$ cat config.mk
export PLATFORM = sky130hd
export DESIGN_NAME = aurora_20g_pattern_gen
export DESIGN_NICKNAME = d
export VERILOG_FILES = /design/src/rtl/aurora_20g_pkg.sv /design/src/rtl/aurora_20g_adc_pat.sv /design/src/rtl/aurora_20g_pattern_gen.sv
export SDC_FILE = /design/constraint.sdc
export NUM_CORES = 1
export LEC_CHECK = 0
export BUFFER_PORTS_ARGS = -buffer_cell sky130_fd_sc_hd__buf_2
export CORE_MARGIN = 1
export CORE_UTILIZATION = 60
export CTS_BUF_LIST = sky130_fd_sc_hd__clkbuf_4
export DETAILED_ROUTE_END_ITERATION = 8
export PLACE_DENSITY = 0.91
export SLEW_MARGIN = 20
export SYNTH_ARGS = -nofsm -noshare
export SYNTH_HDL_FRONTEND = slang
export SYNTH_SLANG_ARGS = --single-unit
$ cat constraint.sdc
create_clock -name clk -period 9.7 [get_ports clk]
set_input_delay 1.94 -clock clk [delete_from_list [all_inputs] [get_ports clk]]
set_output_delay 1.94 -clock clk [all_outputs]
set_load 0.03 [all_outputs]
$ cat src/rtl/aurora_20g_pkg.sv
// Shared definitions for the 20G Aurora test-pattern source and its
// far-end receive checker: flag beats, ADC lane geometry, FSM states.
package aurora_20g_pkg;

  localparam int LANES   = 8;
  localparam int LANE_WD = 16;

  localparam logic [127:0] PKT_CLR_FLAG =
    128'hAABBCCDD_AA55FF00_55AA0001_00000001;
  localparam logic [127:0] ADC_START_FLAG =
    128'hAABBCCDD_AA55FF00_55AA0001_00000002;
  localparam logic [127:0] PKT_END_FLAG =
    128'h5A5ADEAD_0000FFFF_5A5ADEAD_0000FFFF;

  typedef enum logic [2:0] {
    ST_IDLE,
    ST_CLR,
    ST_START,
    ST_HEAD,
    ST_ADC,
    ST_GAP,
    ST_END
  } state_e;

endpackage

$ cat src/rtl/aurora_20g_adc_pat.sv
// ADC lane pattern: holds adc_seq, presents the beat for the
// sequence value that will be current after this clock.
module aurora_20g_adc_pat
  import aurora_20g_pkg::*;
(
  input  logic                     clk,
  input  logic                     rst,
  input  logic                     advance,
  input  logic                     restart,
  output logic [LANES*LANE_WD-1:0] beat
);

  logic [LANE_WD-1:0] seq;
  logic [LANE_WD-1:0] seq_nxt;

  always_comb begin
    seq_nxt = seq;
    if (restart)
      seq_nxt = '0;
    else if (advance)
      seq_nxt = seq + LANE_WD'(LANES);
  end

  always_ff @(posedge clk) begin
    if (rst)
      seq <= '0;
    else
      seq <= seq_nxt;
  end

  always_comb begin
    beat = '0;
    for (int i = 0; i < LANES; i++)
      beat[i*LANE_WD +: LANE_WD] = seq_nxt + LANE_WD'(i);
  end

endmodule

$ cat src/rtl/aurora_20g_pattern_gen.sv
// TX test-pattern source for the 20G Aurora user link: flag beats,
// header beats with encoder sequence and lane-incrementing ADC beats.
module aurora_20g_pattern_gen
  import aurora_20g_pkg::*;
#(
  parameter int DATA_WD   = 128,
  parameter int HEAD_WD   = 64,
  parameter int PKT_BEATS = 64,
  parameter int GAP_CYC   = 0
) (
  input  logic               clk,
  input  logic               rst,
  input  logic               cfg_start,
  input  logic               cfg_stop,
  input  logic               cfg_clr,
  input  logic               cfg_err_inj,
  input  logic [31:0]        cfg_pkt_num,
  output logic [DATA_WD-1:0] m_axis_tdata,
  output logic [15:0]        m_axis_tkeep,
  output logic               m_axis_tvalid,
  output logic               m_axis_tlast,
  input  logic               m_axis_tready,
  output logic               busy,
  output logic [31:0]        tx_pkt_cnt,
  output logic [31:0]        tx_beat_cnt
);

  localparam int IW = (PKT_BEATS > 1) ? $clog2(PKT_BEATS) : 1;
  localparam logic [IW-1:0] LAST_IDX = IW'(PKT_BEATS - 1);

  state_e             state, nxt;
  logic               acc, pkt_done, last_beat, ld, start_go;
  logic               stop_hit, clr_hit, err_hit, end_hit;
  logic               run_active;
  logic               stop_pend, clr_pend, start_pend, err_pend;
  logic [IW-1:0]      idx, idx_nxt;
  logic [HEAD_WD-1:0] enc_seq, enc_nxt;
  logic [31:0]        pkt_num, run_pkts, gap_cnt;
  logic [DATA_WD-1:0] pat_beat;

  assign acc       = m_axis_tvalid & m_axis_tready;
  assign last_beat = idx == LAST_IDX;
  assign pkt_done  = (state == ST_ADC) && acc && last_beat;
  assign stop_hit  = stop_pend | cfg_stop;
  assign clr_hit   = clr_pend | cfg_clr;
  assign err_hit   = err_pend | cfg_err_inj;
  assign end_hit   = stop_hit ||
    (pkt_num != 0 && run_pkts + 1'b1 == pkt_num);
  assign enc_nxt   = pkt_done ? enc_seq + 1'b1 : enc_seq;
  assign idx_nxt   = (state == ST_ADC && acc) ?
    (last_beat ? '0 : idx + 1'b1) : idx;

  assign busy         = state != ST_IDLE;
  assign m_axis_tkeep = '1;

  always_comb begin
    nxt = state;
    unique case (state)
      ST_IDLE:
        if (clr_hit)
          nxt = ST_CLR;
        else if (cfg_start | start_pend)
          nxt = ST_START;
      ST_CLR:
        if (acc) nxt = run_active ? ST_HEAD : ST_IDLE;
      ST_START:
        if (acc) nxt = ST_HEAD;
      ST_HEAD:
        if (acc) nxt = ST_ADC;
      ST_ADC:
        if (pkt_done) begin
          if (end_hit)
            nxt = ST_END;
          else if (clr_hit)
            nxt = ST_CLR;
          else if (GAP_CYC > 0)
            nxt = ST_GAP;
          else
            nxt = ST_HEAD;
        end
      ST_GAP:
        if (gap_cnt == 32'(GAP_CYC - 1)) nxt = ST_HEAD;
      ST_END:
        if (acc) nxt = ST_IDLE;
      default:
        nxt = ST_IDLE;
    endcase
  end

  // Output registers reload whenever the presented beat is consumed
  // or the state changes, so a stalled beat never moves.
  assign ld       = (nxt != state) || (state == ST_ADC && acc);
  assign start_go = (state == ST_IDLE) && (nxt == ST_START);

  aurora_20g_adc_pat u_pat (
    .clk     (clk),
    .rst     (rst),
    .advance (state == ST_ADC && acc),
    .restart (start_go),
    .beat    (pat_beat)
  );

  always_ff @(posedge clk) begin
    if (rst) begin
      state         <= ST_IDLE;
      m_axis_tdata  <= '0;
      m_axis_tvalid <= 1'b0;
      m_axis_tlast  <= 1'b0;
      run_active    <= 1'b0;
      stop_pend     <= 1'b0;
      clr_pend      <= 1'b0;
      start_pend    <= 1'b0;
      err_pend      <= 1'b0;
      idx           <= '0;
      enc_seq       <= '0;
      pkt_num       <= '0;
      run_pkts      <= '0;
      gap_cnt       <= '0;
      tx_pkt_cnt    <= '0;
      tx_beat_cnt   <= '0;
    end else begin
      state <= nxt;
      if (ld) begin
        m_axis_tvalid <= 1'b1;
        m_axis_tlast  <= 1'b1;
        unique case (nxt)
          ST_CLR:   m_axis_tdata <= PKT_CLR_FLAG;
          ST_START: m_axis_tdata <= ADC_START_FLAG;
          ST_END:   m_axis_tdata <= PKT_END_FLAG;
          ST_HEAD: begin
            m_axis_tdata <=
              {enc_nxt, {(DATA_WD-HEAD_WD){1'b0}}};
            m_axis_tlast <= 1'b0;
          end
          ST_ADC: begin
            m_axis_tdata <= pat_beat ^ DATA_WD'(err_hit);
            m_axis_tlast <= idx_nxt == LAST_IDX;
          end
          default: begin
            m_axis_tdata  <= '0;
            m_axis_tvalid <= 1'b0;
            m_axis_tlast  <= 1'b0;
          end
        endcase
      end

      enc_seq  <= start_go ? '0 : enc_nxt;
      idx      <= start_go ? '0 : idx_nxt;
      gap_cnt  <= (state == ST_GAP && nxt == ST_GAP) ?
        gap_cnt + 1'b1 : '0;

      if (start_go) begin
        pkt_num    <= cfg_pkt_num;
        run_pkts   <= '0;
        run_active <= 1'b1;
      end else if (pkt_done) begin
        run_pkts <= run_pkts + 1'b1;
      end
      if (state == ST_END && acc)
        run_active <= 1'b0;

      // Pending requests wait for a packet boundary.
      if (state == ST_IDLE)
        start_pend <= (nxt == ST_CLR) & (cfg_start | start_pend);
      clr_pend  <= (nxt == ST_CLR && state != ST_CLR) ? 1'b0 :
        (state != ST_IDLE) & clr_hit;
      stop_pend <= (nxt == ST_END) ? 1'b0 :
        run_active & (state != ST_IDLE) &
        (state != ST_END) & stop_hit;
      err_pend  <= (ld && nxt == ST_ADC) ? 1'b0 : err_hit;

      if (state == ST_CLR && acc)
        tx_beat_cnt <= 32'd1;
      else if (acc)
        tx_beat_cnt <= tx_beat_cnt + 1'b1;

      if (state == ST_CLR && acc)
        tx_pkt_cnt <= '0;
      else if (pkt_done)
        tx_pkt_cnt <= tx_pkt_cnt + 1'b1;
    end
  end

endmodule

---- Yosys cells after proc, flatten, opt, wreduce, memory -nomap -nowiden ----
Index checks and enable logic that the tools add are counted.
W data, S select, Z words.
word-level totals
  flip-flop bits (word level) ............. 384
  input port bits ......................... 39
  output and inout port bits .............. 211
  word-level logic and storage cells ...... 109
cells by class
  $add $sub $neg .......................... 14
  eq/ne operators ......................... 19
  muxes and demuxes ....................... 22
  bitwise logic cells ..................... 12
  reductions and logical operators ........ 24
operators by type and width
  kind                     number
  $pmux W128 S5            1
  $add A32 B1 Y32 const B  4
  $xor A128 B1 Y128        1
  $add A16 B3 Y16 const B  4
  $add A64 B1 Y64 const B  1
  $mux W64                 1
  $add A16 B2 Y16 const B  2
  $eq A32 B32 Y1           1
  $eq A32 B32 Y1 const B   1
  $mux W16                 2
  $reduce_bool A32 Y1      1
  $mux W3                  9
  $pmux W3 S7              1
  $eq A3 B3 Y1 const B     6
  $add A16 B1 Y16 const B  1
  $add A16 B4 Y16 const B  1
  $reduce_or A2 Y1         7
  $eq A3 B2 Y1 const B     4
  $eq A6 B6 Y1 const B     2
  $mux W6                  2
  $logic_and A1 B1 Y1      9
  $add A6 B1 Y6 const B    1
  $and A1 B1 Y1            6
  $eq A3 B1 Y1 const B     2
  14 further kinds         21

---- Depth between registers and ports, before layout ----
  depth after elaboration ................. 13
  depth in mapped cells ................... 16
  gate-level depth less buffers ........... 13

---- By module ----
A second synthesis with hierarchy kept.
second synthesis, totals
  cell total of the unflattened synthesis .. 2476
  area, all modules ....................... 20479.6 µm²
by module, submodules not included
  module                  times used  cells each  area an instance (µm²)  sequential area each (µm²)
  aurora_20g_pattern_gen  1           2101        17804.6                 7367.1
  aurora_20g_adc_pat      1           375         2675.1                  320.3

---- Least setup slack after synthesis ----
OpenSTA, ideal clock, no wires.
  path type ............................... in2reg
  start ................................... input m_axis_tready
  end ..................................... register m_axis_tdata[111]
  setup time .............................. 0.120 ns
  data arrival time ....................... 4.640 ns
  required time ........................... 9.580 ns
  setup slack ............................. 4.940 ns
  stages .................................. 12
  buffers on the path ..................... 2
  path through ............................ and3b_1 clkbuf_1 nand4_1 xor2_1 or3_1 clkbuf_1 nor3_1 nand2_1 nor4_1 xor2_1 o22ai_1 a211o_1
on the way
  longest elaborated chain between the ends .. 11
  elaborated cells between the ends (all ways) .. 23
  those cells by class .................... add/sub: 1; eq/ne: 6; mux: 10; bitwise: 2; reduce/logical: 4
RTL lines
  what                    line                                                                                      source
  start: declaration      aurora_20g_pattern_gen.sv:22                                                              input logic m_axis_tready,
  $and A1 B1 Y1 *         aurora_20g_pattern_gen.sv:41                                                              assign acc = m_axis_tvalid & m_axis_tready;
  $logic_and A1 B1 Y1     aurora_20g_pattern_gen.sv:43, aurora_20g_pattern_gen.sv:92, aurora_20g_pattern_gen.sv:98
  $logic_and A1 B1 Y1     aurora_20g_pattern_gen.sv:43                                                              assign pkt_done = (state == ST_ADC) && acc && last_beat;
  $mux W3                 aurora_20g_pattern_gen.sv:71                                                              if (pkt_done) begin
  $pmux W3 S7             aurora_20g_pattern_gen.sv:58                                                              unique case (state)
  $eq A3 B2 Y1            aurora_20g_pattern_gen.sv:93, aurora_20g_pattern_gen.sv:126
  $logic_and A1 B1 Y1     aurora_20g_pattern_gen.sv:93                                                              assign start_go = (state == ST_IDLE) && (nxt == ST_START);
  $mux W16                aurora_20g_adc_pat.sv:18                                                                  if (restart)
  $add A16 B3 Y16         aurora_20g_adc_pat.sv:34                                                                  beat[i*LANE_WD +: LANE_WD] = seq_nxt + LANE_WD'(i);
  $xor A128 B1 Y128       aurora_20g_pattern_gen.sv:136                                                             m_axis_tdata <= pat_beat ^ DATA_WD'(err_hit);
  $pmux W128 S5           aurora_20g_pattern_gen.sv:126                                                             unique case (nxt)
  end signal: assignment  aurora_20g_pattern_gen.sv:131                                                             m_axis_tdata <=
  end signal: assignment  aurora_20g_pattern_gen.sv:136
  end: declaration        aurora_20g_pattern_gen.sv:18                                                              output logic [DATA_WD-1:0] m_axis_tdata,
Every way passes the cells marked *; elsewhere a longest branch is shown, timed or not.
A chain may end at the register's enable or synchronous reset.

---- Final worst setup path ----
  start ................................... register run_pkts[5]
  end ..................................... register m_axis_tdata[92]
on the way
  longest elaborated chain between the ends .. 13
  elaborated cells between the ends (all ways) .. 19
  those cells by class .................... add/sub: 2; eq/ne: 7; mux: 5; bitwise: 1; reduce/logical: 4
RTL lines
  what                      line                                                         source
  start: declaration        aurora_20g_pattern_gen.sv:38                                 logic [31:0] pkt_num, run_pkts, gap_cnt;
  start signal: assignment  aurora_20g_pattern_gen.sv:157                                run_pkts <= run_pkts + 1'b1;
  $add A32 B1 Y32 *         aurora_20g_pattern_gen.sv:48                                 (pkt_num != 0 && run_pkts + 1'b1 == pkt_num);
  $eq A32 B32 Y1 *          aurora_20g_pattern_gen.sv:48
  $logic_and A1 B1 Y1 *     aurora_20g_pattern_gen.sv:48
  $logic_or A1 B1 Y1 *      aurora_20g_pattern_gen.sv:47                                 assign end_hit = stop_hit ||
  $mux W3 *                 aurora_20g_pattern_gen.sv:72                                 if (end_hit)
  $mux W3 *                 aurora_20g_pattern_gen.sv:71
  $pmux W3 S7 *             aurora_20g_pattern_gen.sv:58
  $eq A3 B2 Y1              aurora_20g_pattern_gen.sv:93, aurora_20g_pattern_gen.sv:126
  $logic_and A1 B1 Y1       aurora_20g_pattern_gen.sv:93
  $mux W16                  aurora_20g_adc_pat.sv:18
  $add A16 B3 Y16           aurora_20g_adc_pat.sv:34
  $xor A128 B1 Y128         aurora_20g_pattern_gen.sv:136
  $pmux W128 S5             aurora_20g_pattern_gen.sv:126
Marked as above.

==> impl_results.md <==
- Run status: completed
- Hold Path Stages: 1
- R2r setup slk: about 3600 ps
- Max Cap Violations: 0
- Final setup vio count: 0
- Post-synth EDFFs: 0
- CP Capture Point: m_axis_tdata[92]$_SDFFE_PP0N_
- Avg Inst Size Synth: just over 8 sq um
- Starting density of the core: about three fifths
- Post-synthesis cell area: between 15000 and 20000 sq um
- Pwr Total: around 4.2 mW
- Via-to-Cell Ratio: about 6.1
- Sequential Area: about 7700 sq um
- CTS Buffer Depth: 3
- Total negative setup slack: 0 ps
- Setup ws final: roughly 3600 ps
- Critical Path RT: just over 10000 ps
- Crit path launch: run_pkts[5]$_SDFFE_PP0P_
- Filler cells: approximately 2300
- Leakage: ~8.3 nW
- Slew Viols, Final: 0
- Critical Path Fanout Max: 100
- Synth warn: 0
- Wire length per cell: 18.97 um
- Worst skew pair latency: roughly 760 ps
- Synth Instances: about 2200
- Total core area: around 30000 sq um
- Row count: 63
- DRT Pass-1 Iters: 6
- Fin crit share: between 60% and 70%
- Global-route wire length before repair: 85590 um
- Most common cell in the netlist: dfxtp_1
- H-tree depth: 3
- Overall fraction of global-route tracks in use: between 30% and 40%
- Nature of the critical path endpoint: flop
- Netlist cell types: 69
- Antenna violations before repair: 2
- Area of the multi-input gates: just over 10000 sq um
- Iteration-0 DRC Markers: a little under 2000
- Synth top area cells: dfxtp_1, xor2_1, nor2_1, xnor2_1, nand2_1
- Largest net degree at the start of global routing: between 100 and 150
- Max Fclk: around 160 MHz
- Vert. Die Dim: ~180 um
- Worst-Margin Slew: 1187 ps
- Crit path time final: approximately 6100 ps
- RSZ-0062 raised after global routing: false
- Slew margin rel.: roughly a fifth
- Clk sinks: about 380
- Main flop type after synthesis: dfxtp_1
- Library cell with the largest summed area after synthesis: dfxtp_1
- Final HPWL DP: ~38000 um
- Power Density: between 200 and 250 nW/um^2
- GR Overflow Total: 0
- Area grow syn2layout: 12.82%
- Horiz. Die Dim: 177.2 um
- FF-to-FF Start: run_pkts[5]$_SDFFE_PP0P_
- Post-CTS Setup Inserts: 0
- Clock-pin slew on the worst setup and hold paths: 70 ps
- Post-CTS Resized: 0
- Most instantiated cells after synthesis: dfxtp_1, nor2_1, nand2_1
- CTS buffer count: 96
- Nets: roughly 2500
- I/O pin count: 250
- VDD IR-drop max: ~0.14 mV
- Cts hold-fix bufs: 0
- Buffers on Ports: around 230
- WS Path Type: flop to flop
- Fraction of layout cells with a size suffix above 1: 16.93%
- Hold Fails Final Rpt: 0
- Post-Route Skew: roughly 62 ps
- GP Congestion: 1.001
- Reg2reg end: m_axis_tdata[92]$_SDFFE_PP0N_
- Via count: around 18000
- CP startpoint kind: flop
- Ys async rst share: 0%
- Pre-CTS setup slack: 3150 ps
- Vias in the first global route: around 17000
- Synth top area share: between 40% and 50%
- Worst Hold Class: flop to flop
- R2R cell count: 11
- Die area: approximately 31000 sq um
- #FFs+latches synth: between 300 and 400
- CP arrival: 6760 ps
- CTS tree: done
- Root Buffer: clkbuf_4
- Post-synthesis sequential area ratio: 41.64%
- Residual DRC: 0
- Antenna Nets Post-Route: 0
- Routed wire length: between 50000 and 60000 um
sequential cells by signal, indices dropped and copies added (netlist names), 3 cells and up:
name and flops:
m_axis_tdata 127, enc_seq 64, gap_cnt 32, pkt_num 32
run_pkts 32, tx_beat_cnt 32, tx_pkt_cnt 32, u_pat.seq 16
idx 6, state 3
critical path, cell delays in order, from the launching register on:
cell	delay [ps]
dfxtp_1	450
nand3_1	350
or4_1	860
o41ai_1	550
a21oi_1	140
nor3_2	380
nor4_4	100
a21oi_2	590
mux2_4	390
nor3_4	860
buf_4	920
a221o_1	300
cell type report:
type                       instances  area share, %
antenna                            1        0.01205
clock buffer                     131          4.734
sequential                       383          36.91
inverter                          26         0.4698
clock inverter                    28         0.6324
timing repair buffer             253          6.336
multi-input combinational       1672          48.56
tap                              390          2.349
how the worst min path moves through the flow:
stage                                     endpoint  slack, ps                            from
global placement     m_axis_tdata[33]$_SDFFE_PP0N_        430   m_axis_tdata[33]$_SDFFE_PP0N_
finish              m_axis_tdata[114]$_SDFFE_PP0N_        450  m_axis_tdata[114]$_SDFFE_PP0N_
detailed placement  m_axis_tdata[114]$_SDFFE_PP0N_        440  m_axis_tdata[114]$_SDFFE_PP0N_
global route        m_axis_tdata[114]$_SDFFE_PP0N_        470  m_axis_tdata[114]$_SDFFE_PP0N_
CTS                 m_axis_tdata[114]$_SDFFE_PP0N_        450  m_axis_tdata[114]$_SDFFE_PP0N_
floorplan                    gap_cnt[0]$_SDFF_PP0_        430           gap_cnt[0]$_SDFF_PP0_
metrics by stage:
step           cells  area [sq um]  util (%)  hold slack (ps)
2_1_floorplan   2230         18470         -            426.0
3_3_place_gp    2724         19640     65.57            432.4
3_5_place_dp    2724         19650     65.59            435.9
4_1_cts         2883         20760     69.32            450.0
5_1_grt         2884         20770     69.35            472.6
6_report        2884         20770     69.35            448.3
cells by family after synthesis:
logic type | synth area share (%)
other cells | 0.02037
flops | 41.64
xor+xnor | 13.98
buf+inv | 4.125
compound gates | 14.90
simple gates | 24.19
mux | 0.4621
fa+ha+maj | 0.6795
where the power goes:
group          internal (mW)  switching, mW  leakage, nW
clock network          0.625          0.662        0.669
registers               1.70          0.130         3.10
logic                  0.312          0.790         4.58
total                   2.64           1.58         8.34
per-layer routing:
| metal | track usage, % | vias up | share of wire (%) |
|---|---|---|---|
| met2 | 53.01 | 999 | 45 |
| met5 | 0 | - | 0.018 |
| li1 | - | 8177 | - |
| met3 | 9.643 | 194 | 11 |
| met4 | 17.21 | 2 | 4.0 |
| met1 | 42.86 | 8333 | 40 |
cell usage in the layout, fill, tap and decap left out, types with 6 or more instances in the layout:
cell type  netlist  final
dfxtp_1        383    383
nor2_1         325    324
nand2_1        244    244
buf_2           19    233
xor2_1         164    164
clkbuf_4         0    131
xnor2_1        130    130
a21oi_1        105    103
nand3_1         81     81
o21ai_0         69     68
nand4_1         54     54
nor3_1          45     45
and3_1          43     43
a22o_1          43     43
o22ai_1         33     33
or3_1           29     29
nor4_1          29     28
inv_1           26     26
a211o_1         26     26
o2bb2ai_1       24     24
and4_1          20     20
buf_4           21     20
a221o_1         19     19
and2_1          18     18
a21o_1          19     18
conb_1           1     16
clkinv_1         0     16
a31oi_1         15     15
ha_1            10     10
nand2b_1         9      8
nor2b_1          8      8
mux2i_1          7      7
or4_1            7      7
a32o_1           7      7
clkinv_2         0      7
o211ai_1         6      6
Power figures use the tool's default switching activity.
